File: src/rtl/tpu_pkg.sv
// Shared TPU constants: memory-map bases and the host sequencer state encoding.
package tpu_pkg;

  localparam logic [15:0] A_BASE      = 16'h0100;
  localparam logic [15:0] B_BASE      = 16'h0200;
  localparam logic [15:0] C_BASE      = 16'h0300;
  localparam logic [15:0] CMD_RUN     = 16'h0400;
  localparam int          ADDR_STRIDE = 8;

  typedef enum logic [2:0] {
    S_IDLE = 3'd0,
    S_LD_A = 3'd1,
    S_LD_B = 3'd2,
    S_LD_C = 3'd3,
    S_KICK = 3'd4,
    S_WAIT = 3'd5,
    S_RD_C = 3'd6
  } seq_state_t;

endpackage

File: src/rtl/tpu_out_reg.sv
// One-entry valid/ready output register. Accepts a capture when empty or when
// the held word is leaving in the same cycle, so full throughput is one word/cycle.
module tpu_out_reg #(
  parameter int W = 64
) (
  input  logic         clk,
  input  logic         rst_n,
  input  logic         cap,
  input  logic [W-1:0] cap_data,
  input  logic         out_ready,
  output logic         out_valid,
  output logic [W-1:0] out_data
);

  logic         valid_q, valid_d;
  logic [W-1:0] data_q, data_d;

  // Next state: a capture always wins; otherwise a drain empties the slot.
  always_comb begin
    valid_d = valid_q;
    data_d  = data_q;
    if (cap) begin
      valid_d = 1'b1;
      data_d  = cap_data;
    end else if (out_ready) begin
      valid_d = 1'b0;
    end
  end

  // Slot storage.
  always_ff @(posedge clk or negedge rst_n) begin
    if (!rst_n) begin
      valid_q <= 1'b0;
      data_q  <= '0;
    end else begin
      valid_q <= valid_d;
      data_q  <= data_d;
    end
  end

  assign out_valid = valid_q;
  assign out_data  = data_q;

endmodule

File: src/rtl/tpu_seq.sv
// Host-side command sequencer for the TPU memory-mapped core: streams A, B and C
// into the core, fires the run command, waits out the compute window and then
// streams the C half-rows back out.
module tpu_seq
  import tpu_pkg::*;
#(
  parameter int DIM         = 8,
  parameter int BITS_AB     = 8,
  parameter int BITS_C      = 16,
  parameter int ADDRW       = 16,
  parameter int DATAW       = 64,
  parameter int COMPUTE_CYC = 2*DIM
) (
  input  logic             clk,
  input  logic             rst_n,
  input  logic             start,
  output logic             busy,
  output logic             done,
  input  logic             in_valid,
  output logic             in_ready,
  input  logic [DATAW-1:0] in_data,
  output logic             out_valid,
  input  logic             out_ready,
  output logic [DATAW-1:0] out_data,
  output logic             tpu_r_w,
  output logic [ADDRW-1:0] tpu_addr,
  output logic [DATAW-1:0] tpu_dataIn,
  input  logic [DATAW-1:0] tpu_dataOut
);

  // Words per matrix: one bus word per A/B row, two half-words per C row at defaults.
  localparam int AB_WORDS = DIM * ((DIM*BITS_AB + DATAW - 1) / DATAW);
  localparam int C_WORDS  = DIM * ((DIM*BITS_C  + DATAW - 1) / DATAW);
  localparam int CNT_MAX  = (C_WORDS > COMPUTE_CYC) ? C_WORDS : COMPUTE_CYC;
  localparam int CNTW     = $clog2(CNT_MAX) + 1;

  seq_state_t      state_q, state_d;
  logic [CNTW-1:0] cnt_q, cnt_d;
  logic            load, hs, cap, drain;
  logic [ADDRW-1:0] off;

  assign load  = (state_q == S_LD_A) || (state_q == S_LD_B) || (state_q == S_LD_C);
  assign hs    = load && in_valid;
  assign drain = out_valid && out_ready;
  // Only 2*DIM reads are issued; once cnt reaches the end we just wait for the drain.
  assign cap   = (state_q == S_RD_C) && (cnt_q < CNTW'(C_WORDS)) && (!out_valid || out_ready);

  assign busy       = (state_q != S_IDLE);
  assign in_ready   = load;
  assign tpu_r_w    = hs;
  assign tpu_dataIn = load ? in_data : '0;
  assign done       = (state_q == S_RD_C) && (cnt_q == CNTW'(C_WORDS)) && drain;

  // Next state and word counter; the counter clears on every state change.
  always_comb begin
    state_d = state_q;
    cnt_d   = cnt_q;
    unique case (state_q)
      S_IDLE: if (start) state_d = S_LD_A;
      S_LD_A: if (hs) begin
        if (cnt_q == CNTW'(AB_WORDS-1)) begin state_d = S_LD_B; cnt_d = '0; end
        else cnt_d = cnt_q + 1'b1;
      end
      S_LD_B: if (hs) begin
        if (cnt_q == CNTW'(AB_WORDS-1)) begin state_d = S_LD_C; cnt_d = '0; end
        else cnt_d = cnt_q + 1'b1;
      end
      S_LD_C: if (hs) begin
        if (cnt_q == CNTW'(C_WORDS-1)) begin state_d = S_KICK; cnt_d = '0; end
        else cnt_d = cnt_q + 1'b1;
      end
      S_KICK: state_d = S_WAIT;
      S_WAIT: begin
        if (cnt_q == CNTW'(COMPUTE_CYC-1)) begin state_d = S_RD_C; cnt_d = '0; end
        else cnt_d = cnt_q + 1'b1;
      end
      S_RD_C: begin
        if (cap) cnt_d = cnt_q + 1'b1;
        if (done) begin state_d = S_IDLE; cnt_d = '0; end
      end
      default: begin state_d = S_IDLE; cnt_d = '0; end
    endcase
  end

  // Address mux: parked at 0x0000 outside the active windows so the run command
  // is seen for exactly one cycle and no stray access hits the core.
  always_comb begin
    off      = ADDRW'(cnt_q) * ADDRW'(ADDR_STRIDE);
    tpu_addr = '0;
    unique case (state_q)
      S_LD_A:         tpu_addr = ADDRW'(A_BASE) + off;
      S_LD_B:         tpu_addr = ADDRW'(B_BASE) + off;
      S_LD_C, S_RD_C: tpu_addr = ADDRW'(C_BASE) + off;
      S_KICK:         tpu_addr = ADDRW'(CMD_RUN);
      default:        tpu_addr = '0;
    endcase
  end

  // State and counter registers.
  always_ff @(posedge clk or negedge rst_n) begin
    if (!rst_n) begin
      state_q <= S_IDLE;
      cnt_q   <= '0;
    end else begin
      state_q <= state_d;
      cnt_q   <= cnt_d;
    end
  end

  tpu_out_reg #(.W(DATAW)) u_out_reg (
    .clk       (clk),
    .rst_n     (rst_n),
    .cap       (cap),
    .cap_data  (tpu_dataOut),
    .out_ready (out_ready),
    .out_valid (out_valid),
    .out_data  (out_data)
  );

endmodule

File: config.mk
export PLATFORM = sky130hd
export DESIGN_NAME = tpu_seq
export DESIGN_NICKNAME = d
export VERILOG_FILES = /design/src/rtl/tpu_pkg.sv /design/src/rtl/tpu_out_reg.sv /design/src/rtl/tpu_seq.sv
export SDC_FILE = /design/constraint.sdc
export NUM_CORES = 1
export LEC_CHECK = 0
export ABC_AREA = 1
export CAP_MARGIN = 25
export CORE_UTILIZATION = 28
export DETAILED_ROUTE_END_ITERATION = 12
export PLACE_DENSITY = 0.76
export SYNTH_ARGS = -nofsm -noshare
export SYNTH_HDL_FRONTEND = slang
export SYNTH_SLANG_ARGS = --single-unit
File: constraint.sdc
create_clock -name clk -period 1.98 [get_ports clk]
set_input_delay 0.396 -clock clk [delete_from_list [all_inputs] [get_ports clk]]
set_output_delay 0.396 -clock clk [all_outputs]
set_load 0.1 [all_outputs]
Word level (Yosys, flattened, before mapping)
Cells that the tools add are included.
- add/sub/neg operators: 4
- order comparisons: 1
- eq/ne operators: 20
- mux-type cells: 21
- bitwise gates (word level): 1
- reductions and logical operators: 18
- operators by type and width (cell ; number):
    two-way mux 64 bit ; 1
    case mux 11 bit (4 select lines) ; 1
    two-way mux 5 bit ; 6
    two-way mux 3 bit ; 9
    case mux 5 bit (5 select lines) ; 1
    adder 10 x 8 -> 11 bit (first input constant) ; 2
    case mux 3 bit (7 select lines) ; 1
    != test 2 bit (second input constant) ; 6
    adder 9 x 8 -> 10 bit (first input constant) ; 1
    equality test 3 bit (second input constant) ; 3
    AND reduction 9 bit ; 1
    != test 2 x 1 -> 1 bit (second input constant) ; 4
    equality test 3 x 2 -> 1 bit (second input constant) ; 2
    logical AND 1 bit ; 6
    OR reduction 2 bit ; 3
    adder 5 x 1 -> 5 bit (second input constant) ; 1
    equality test 5 x 3 -> 1 bit (second input constant) ; 1
    equality test 5 x 4 -> 1 bit (second input constant) ; 1
    equality test 5 bit (second input constant) ; 1
    < comparator 5 bit (second input constant) ; 1
    AND reduction 4 bit ; 1
    equality test 3 x 1 -> 1 bit (second input constant) ; 1
    logical NOT 3 bit ; 1
    logical OR 1 bit ; 3
    other kinds (6) ; 7
- register bits after elaboration: 73
- bits of input ports: 133
- output and inout port bits: 149
- logic and storage cells: 69

Depth between registers and ports, before layout
Gate-level depths: netlist (run 1).
- depth after elaboration: 6
- mapped depth: 11
- mapped depth without buffers: 11

Hierarchy
From an unflattened synthesis (run 1), not the netlist that was laid out.
- cell total of the unflattened synthesis: 545
- area, all modules: 3886.2 µm²
- by module, submodules not included (module ; instances ; cells an instance ; area each (µm²) ; seq. area each (µm²)):
    tpu_out_reg ; 1 ; 275 ; 2514.9 ; 1626.6
    tpu_seq ; 1 ; 270 ; 1371.3 ; 200.2

Least setup slack after synthesis (run 1)
No wires, ideal clock.
- kind: register to output
- start: reg state_q[0]
- end: out tpu_dataIn[13]
- arrival: 3678 ps
- data required time: 1584 ps
- slack: -2094 ps
- cell stages (with the launch flop): 8
- path buffers: 3
- path through: dfrtp_1 buf_2 nor2_1 nor2_1 inv_1 buf_4 buf_2 nor2_1
- word-level cells in the longest chain between the ends: 4
- elaborated cells between the ends (all ways): 6
- classes of those cells: 3 x eq/ne; 1 x mux; 2 x reduce/logical
- RTL lines (what ; RTL line ; RTL):
    start: declaration ; tpu_seq.sv:37 ; seq_state_t state_q, state_d;
    start signal: assignment ; tpu_seq.sv:105 ; state_q <= state_d;
    equality test 3 x 1 -> 1 bit or equality test 3 x 2 -> 1 bit (tied branches) ; tpu_seq.sv:42 ; assign load = (state_q == S_LD_A) || (state_q == S_LD_B) || (state_q == S_LD_C);
    logical OR 1 bit ; tpu_seq.sv:42 ;
    logical OR 1 bit (*) ; tpu_seq.sv:42 ;
    net in_ready ; tpu_seq.sv:20 ; output logic in_ready,
    two-way mux 64 bit (*) ; tpu_seq.sv:51 ; assign tpu_dataIn = load ? in_data : '0;
    end: declaration ; tpu_seq.sv:27 ; output logic [DATAW-1:0] tpu_dataIn,
The timed path passes the listed nets; every way through them passes the cells marked *.

Final worst setup path (run 1)
- start: reg state_q[0]
- end: out tpu_dataIn[43]
- word-level cells in the longest chain between the ends: 4
- elaborated cells between the ends (all ways): 6
- classes of those cells: 3 x eq/ne; 1 x mux; 2 x reduce/logical
- RTL lines (what ; RTL line):
    equality test 3 x 1 -> 1 bit or equality test 3 x 2 -> 1 bit (tied branches) ; tpu_seq.sv:42
    logical OR 1 bit ; tpu_seq.sv:42
    logical OR 1 bit (*) ; tpu_seq.sv:42
    two-way mux 64 bit (*) ; tpu_seq.sv:51
Every way passes the cells marked *; elsewhere a longest branch is shown, timed or not.

==> flow_metrics.env, run 1 <==
export IMPL_die_x_um=120
export IMPL_crit_buf_inv=3
export IMPL_timing_final_crit_share=0.989
export IMPL_grt_pass1_wl_um=20900
export IMPL_ys_ff_latch=73
export IMPL_grt_total_usage=0.189
export IMPL_cts_buffers=9
export IMPL_synth_yosys_warnings=0
export IMPL_rsz0062_at_grt="true"
export IMPL_ios=282
export IMPL_ys_types=21
export IMPL_routed_wl_um=13600
export IMPL_clkTransAtPathRegs_ps=60
export IMPL_viasPerCell=4.29
export IMPL_drtIter0Drc=105
export IMPL_drive_above_1_share=0.490
export IMPL_cts_tree="done"
export IMPL_start_util=0.291
export IMPL_post_drt_wl_per_cell_um=15.3
export IMPL_avgSynthCellArea_um2=9.50
export IMPL_clock_fmax_ghz=0.511
export IMPL_clockBufferDepth=2
export IMPL_htreeDepth=3
export IMPL_antenna_cells=0
export IMPL_dieArea_um2=14400
export IMPL_arrival_ps=1560
export IMPL_die_h_um=120
export IMPL_rows=42
export IMPL_start_kind="register"
export IMPL_core_area_um2=13400
export IMPL_path_cells="nor2_4 > nor2_4 > inv_8 > buf_12 > nor2_4 > buf_12"
export IMPL_max_cap_viol_count=0
export IMPL_grt_max_degree=74
export IMPL_fillers=1012
export IMPL_hold_viol=0
export IMPL_cpMostUsedCell="nor2_4"
export IMPL_place_inst=853
export IMPL_antenna_found_initial=0
export IMPL_routabilityCongestion=0.907
export IMPL_period_needed_ps=1960
export IMPL_clockRootBuffer="clkbuf_16"
export IMPL_status="finished, final reports clean"
export IMPL_postPlaceCellArea_um2=8030
export IMPL_post_route_drc_count=0
export IMPL_cpLargestDelayFamily="buffers and inverters"
export IMPL_crit_slowest_cell="dfrtp_1"
export IMPL_finClkSkew_ps=4.86
export IMPL_worst_path_max_fanout=13
export IMPL_grt_pass1_vias=4042
export IMPL_hold_class="in2async"
export IMPL_clkLatencyLatePin_ps=330
export IMPL_dr_pass1_iters=4
export IMPL_layout_nets=846
export IMPL_syn_inst=410
export IMPL_maxSlewViolCount=0
export IMPL_clock_sinks=73
export IMPL_num_vias=3816
export IMPL_fin_area_um2=8690
export IMPL_overflow=0
export IMPL_required_ps=1580
export IMPL_end_kind="output pin"
export IMPL_setup_viol=0
export IMPL_netlist_area_um2=3890
export IMPL_critPathMaxStageDelay_ps=410
export IMPL_final_cells=890
export IMPL_dp_hpwl_um=10500
export IMPL_path_class="reg2out"
export IMPL_area_growth_pct=123
export IMPL_portBuffers=273
export IMPL_ant_nets=0
export IMPL_yosysSeqAreaShare=0.469
## cells in the mapped netlist
cell	count	share of area
nor2_1	84	0.081
conb_1	1	0.00096
mux2_4	39	0.15
or2_2	2	0.0032
nor2_4	1	0.0029
nand3_2	1	0.0026
ha_1	4	0.013
inv_1	87	0.084
buf_2	10	0.013
buf_6	5	0.014
dfrtp_1	73	0.47
a21oi_1	1	0.0013
nand3_1	10	0.013
nand4_1	4	0.0064
nor3_1	1	0.0013
nand2_1	45	0.043
o21ai_1	3	0.0039
mux2_2	25	0.072
o21ai_0	3	0.0039
nand2_2	2	0.0032
buf_4	9	0.017
## repair_timing
action | 4_1_cts | 5_1_grt
hold buffers | 0 | 0
setup endpoints to repair | 69 | 58
cloned | 2 | 1
buffers inserted | 13 | 5
pin swaps | 3 | 5
gates resized for setup | 12 | 16
## layout make-up
class	instances	area (µm²)	share of cell area
Multi-Input combinational cell	233	2190	0.253
Sequential cell	73	1830	0.211
Tap cell	176	220	0.0253
Timing Repair Buffer	305	3750	0.432
Inverter	87	337	0.0387
Clock buffer	12	256	0.0295
Clock inverter	4	98.8	0.0114
## path summary, 6_finish.rpt
path,slack (ps),end,cells past startpoint,start
min in group clk,500,u_out_reg.out_data[47],1,u_out_reg.out_data[47]
worst max-delay path,20,tpu_dataIn[43],6,state_q[0]
worst min-delay path,80,u_out_reg.out_data[45],2,rst_n
worst max register to register,100,state_q[1],13,cnt_q[1]
max in group asynchronous,1560,u_out_reg.out_valid,2,rst_n
worst min register to register,500,u_out_reg.out_data[47],1,u_out_reg.out_data[47]
## worst reg2reg max path, stage by stage (launching register included)
cell	delay, ps
dfrtp_1	400
inv_2	90
ha_4	130
nand2_2	50
inv_2	60
nand3_4	80
buf_4	140
buf_4	120
buf_4	130
nand2_1	110
nand3_1	160
nor2_1	200
nand2_1	80
nand2_1	70
## flip-flops by register name (all words and copies together), names as in the netlist
signal	cells
cnt_q	5
state_q	3
u_out_reg.out_data	64
u_out_reg.out_valid	1
## per-stage QoR
stage	utilization	hold slack (ps)	setup slack (ps)	setup TNS, ps
finish	0.648	78.0	21.6	0
global route	0.648	104	-45.0	-1000
CTS	0.640	97.0	-23.2	-315
detailed placement	0.599	450	-8.43	-8.43
global placement	0.599	443	-18.8	-18.8
floorplan	-	100	-392	-23300
## per-layer routing
layer  up-vias  global-route usage  part of all wire
li1       1814                   -                 -
met1      1780               0.228              0.41
met2       207               0.327              0.50
met3        15              0.0480             0.079
met4         0              0.0625             0.015
met5         -                   0                 0
## cells by family after synthesis
family | after synthesis | synth area share
and+or+nand+nor | 150 | 0.157
buffers and inverters | 111 | 0.129
DFF | 73 | 0.469
muxes | 64 | 0.223
AOI/OAI and AO/OA | 7 | 0.00899
adders and majority gates | 4 | 0.0129
other | 1 | 0.000963
## cell usage in the layout, fill, tap and decap left out, types with 2 or more instances in the layout
cell type / netlist / layout
mux2_2: 25 / 25
buf_12: 0 / 81
ha_1: 4 / 3
inv_1: 87 / 80
nor2_1: 84 / 8
inv_2: 0 / 5
nand4_1: 4 / 4
nand3_4: 0 / 2
dfrtp_1: 73 / 70
buf_4: 9 / 85
clkbuf_16: 0 / 10
clkdlybuf4s50_1: 0 / 131
bufinv_16: 0 / 3
mux2_4: 39 / 39
dfrtp_2: 0 / 2
nand2_1: 45 / 43
nor2_4: 1 / 72
nand3_1: 10 / 9
buf_16: 0 / 5
o21ai_1: 3 / 4
o21ai_0: 3 / 2
clkbuf_8: 0 / 2
nor2_2: 0 / 5
nand2_2: 2 / 3
conb_1: 1 / 8
Power of run 1 is not shown: default switching activity piles up to over one toggle a cycle in this logic, so the estimate is an artifact.
==> run 2, diff against run 1 <==
--- a/config.mk
+++ b/config.mk
@@ -6,10 +6,11 @@
 export NUM_CORES = 1
 export LEC_CHECK = 0
 export ABC_AREA = 1
-export CAP_MARGIN = 25
 export CORE_UTILIZATION = 28
 export DETAILED_ROUTE_END_ITERATION = 12
+export GPL_ROUTABILITY_DRIVEN = 1
 export PLACE_DENSITY = 0.76
+export REMOVE_ABC_BUFFERS = 1
 export SYNTH_ARGS = -nofsm -noshare
 export SYNTH_HDL_FRONTEND = slang
 export SYNTH_SLANG_ARGS = --single-unit
==> run 2 against run 1 <==
Net effect:
- the flow now finishes with violations (setup timing)
- via count is 4.0% higher
- die area is the same
- setup slack got worse by 61 ps
- global-route usage is 0.94 points higher
- clock skew is 2.0 ps higher
- wire length up 21%
- critical path type unchanged
==> flow_metrics.env, run 2 (synthesis results as in run 1) <==
export IMPL_largest_reg_flops=64
export IMPL_path_class="reg2out"
export IMPL_grt_total_usage=0.199
export IMPL_clkLatencyLatePin_ps=320
export IMPL_rr_worst_depth=12
export IMPL_cts_buffers=9
export IMPL_dr_pass1_iters=4
export IMPL_rr_startpoint="cnt_q[1]"
export IMPL_r2r_setup_slack_ps=200
export IMPL_period_needed_ps=2020
export IMPL_portBuffers=273
export IMPL_post_drt_wl_per_cell_um=18.5
export IMPL_wl_met3_um=1410
export IMPL_ant_nets=0
export IMPL_grt_max_degree=66
export IMPL_clkTransAtPathRegs_ps=60
export IMPL_rsz0062_at_grt="true"
export IMPL_clockRootBuffer="clkbuf_16"
export IMPL_clock_sinks=73
export IMPL_grt_pass1_wl_um=21600
export IMPL_routabilityCongestion=0.913
export IMPL_hold_class="in2async"
export IMPL_dieArea_um2=14400
export IMPL_layout_nets=843
export IMPL_max_cap_viol_count=0
export IMPL_final_cell_mix="131 x clkdlybuf4s50_1, 83 x buf_12, 80 x inv_1, 80 x buf_4, 73 x dfrtp_1"
export IMPL_grt_pass1_vias=3998
export IMPL_start_kind="register"
export IMPL_worst_path_max_fanout=9
export IMPL_fin_area_um2=8610
export IMPL_antenna_cells=0
export IMPL_end_kind="output pin"
export IMPL_rr_endpoint="state_q[2]"
export IMPL_area_growth_pct=121
export IMPL_wl_met1_um=5530
export IMPL_wl_met2_um=8850
export IMPL_drive_above_1_share=0.485
export IMPL_ios=282
export IMPL_fillers=962
export IMPL_overflow=0
export IMPL_clockBufferDepth=2
export IMPL_clock_fmax_ghz=0.495
export IMPL_cp_startpoint="state_q[0]"
export IMPL_rows=42
export IMPL_timing_final_crit_share=1.02
export IMPL_setup_viol=9
export IMPL_dp_hpwl_um=11800
export IMPL_maxSlewViolCount=0
export IMPL_layout_cells_most_common="clkdlybuf4s50_1"
export IMPL_die_h_um=120
export IMPL_required_ps=1580
export IMPL_top_layer_used="met4"
export IMPL_drtIter0Drc=108
export IMPL_post_route_drc_count=0
export IMPL_viasPerCell=4.47
export IMPL_antenna_found_initial=0
export IMPL_cts_tree="done"
export IMPL_finClkSkew_ps=6.82
export IMPL_routed_wl_um=16400
export IMPL_postPlaceCellArea_um2=7460
export IMPL_hold_viol=0
export IMPL_fin_ws_ps=-39.3
export IMPL_start_util=0.291
export IMPL_htreeDepth=3
export IMPL_die_x_um=120
export IMPL_arrival_ps=1620
export IMPL_holdBufCountCts=0
export IMPL_violations="setup timing"
export IMPL_status="finished with violations"
export IMPL_num_vias=3968
export IMPL_core_area_um2=13400
[run 2: final cells by class]
class,count,area [µm²],share of cell area
Timing Repair Buffer,302,3750,0.435
Clock inverter,6,65.1,0.00756
Inverter,87,334,0.0388
Tap cell,176,220,0.0256
Sequential cell,73,1830,0.212
Clock buffer,10,239,0.0278
Multi-Input combinational cell,233,2180,0.253
[run 2: worst max-delay path by stage]
stage / cells past startpoint / slack [ps] / end
floorplan: 4 / -3050 / tpu_dataIn[0]
global placement: 7 / -80 / done
detailed placement: 7 / 6 / done
CTS: 5 / -100 / done
global route: 8 / -150 / done
finish: 5 / -40 / done
[run 2: metrics by stage]
step	hold WS [ps]	setup TNS, ps	cells	util	setup slack (ps)
2_1_floorplan	100	-273330	393	-	-3050
3_3_place_gp	364	-81.1	855	0.557	-81.1
3_5_place_dp	377	0	855	0.557	5.78
4_1_cts	19.0	-4770	872	0.582	-96.0
5_1_grt	34.9	-2430	887	0.643	-146
6_report	19.4	-91.0	887	0.643	-39.3
[run 2: per-layer routing]
metal,vias to the layer above,GRT usage
li1,1818,-
met3,24,0.0680
met2,219,0.361
met1,1907,0.198
met5,-,0
met4,0,0.103
[run 2: timing repair]
item                                    4_1_cts  5_1_grt
gates cloned                                  0        8
resized for setup                             7      166
endpoints found under the setup margin       71       72
pin swaps                                     0        4
setup buffers                                 1        7
[run 2: critical path: stages, from the launching register on]
cell and delay, ps:
dfrtp_1 420, buf_6 160, or2_2 310, nor3_2 110
buf_4 140, buf_12 160
Power of run 2 is left out for the same reason.
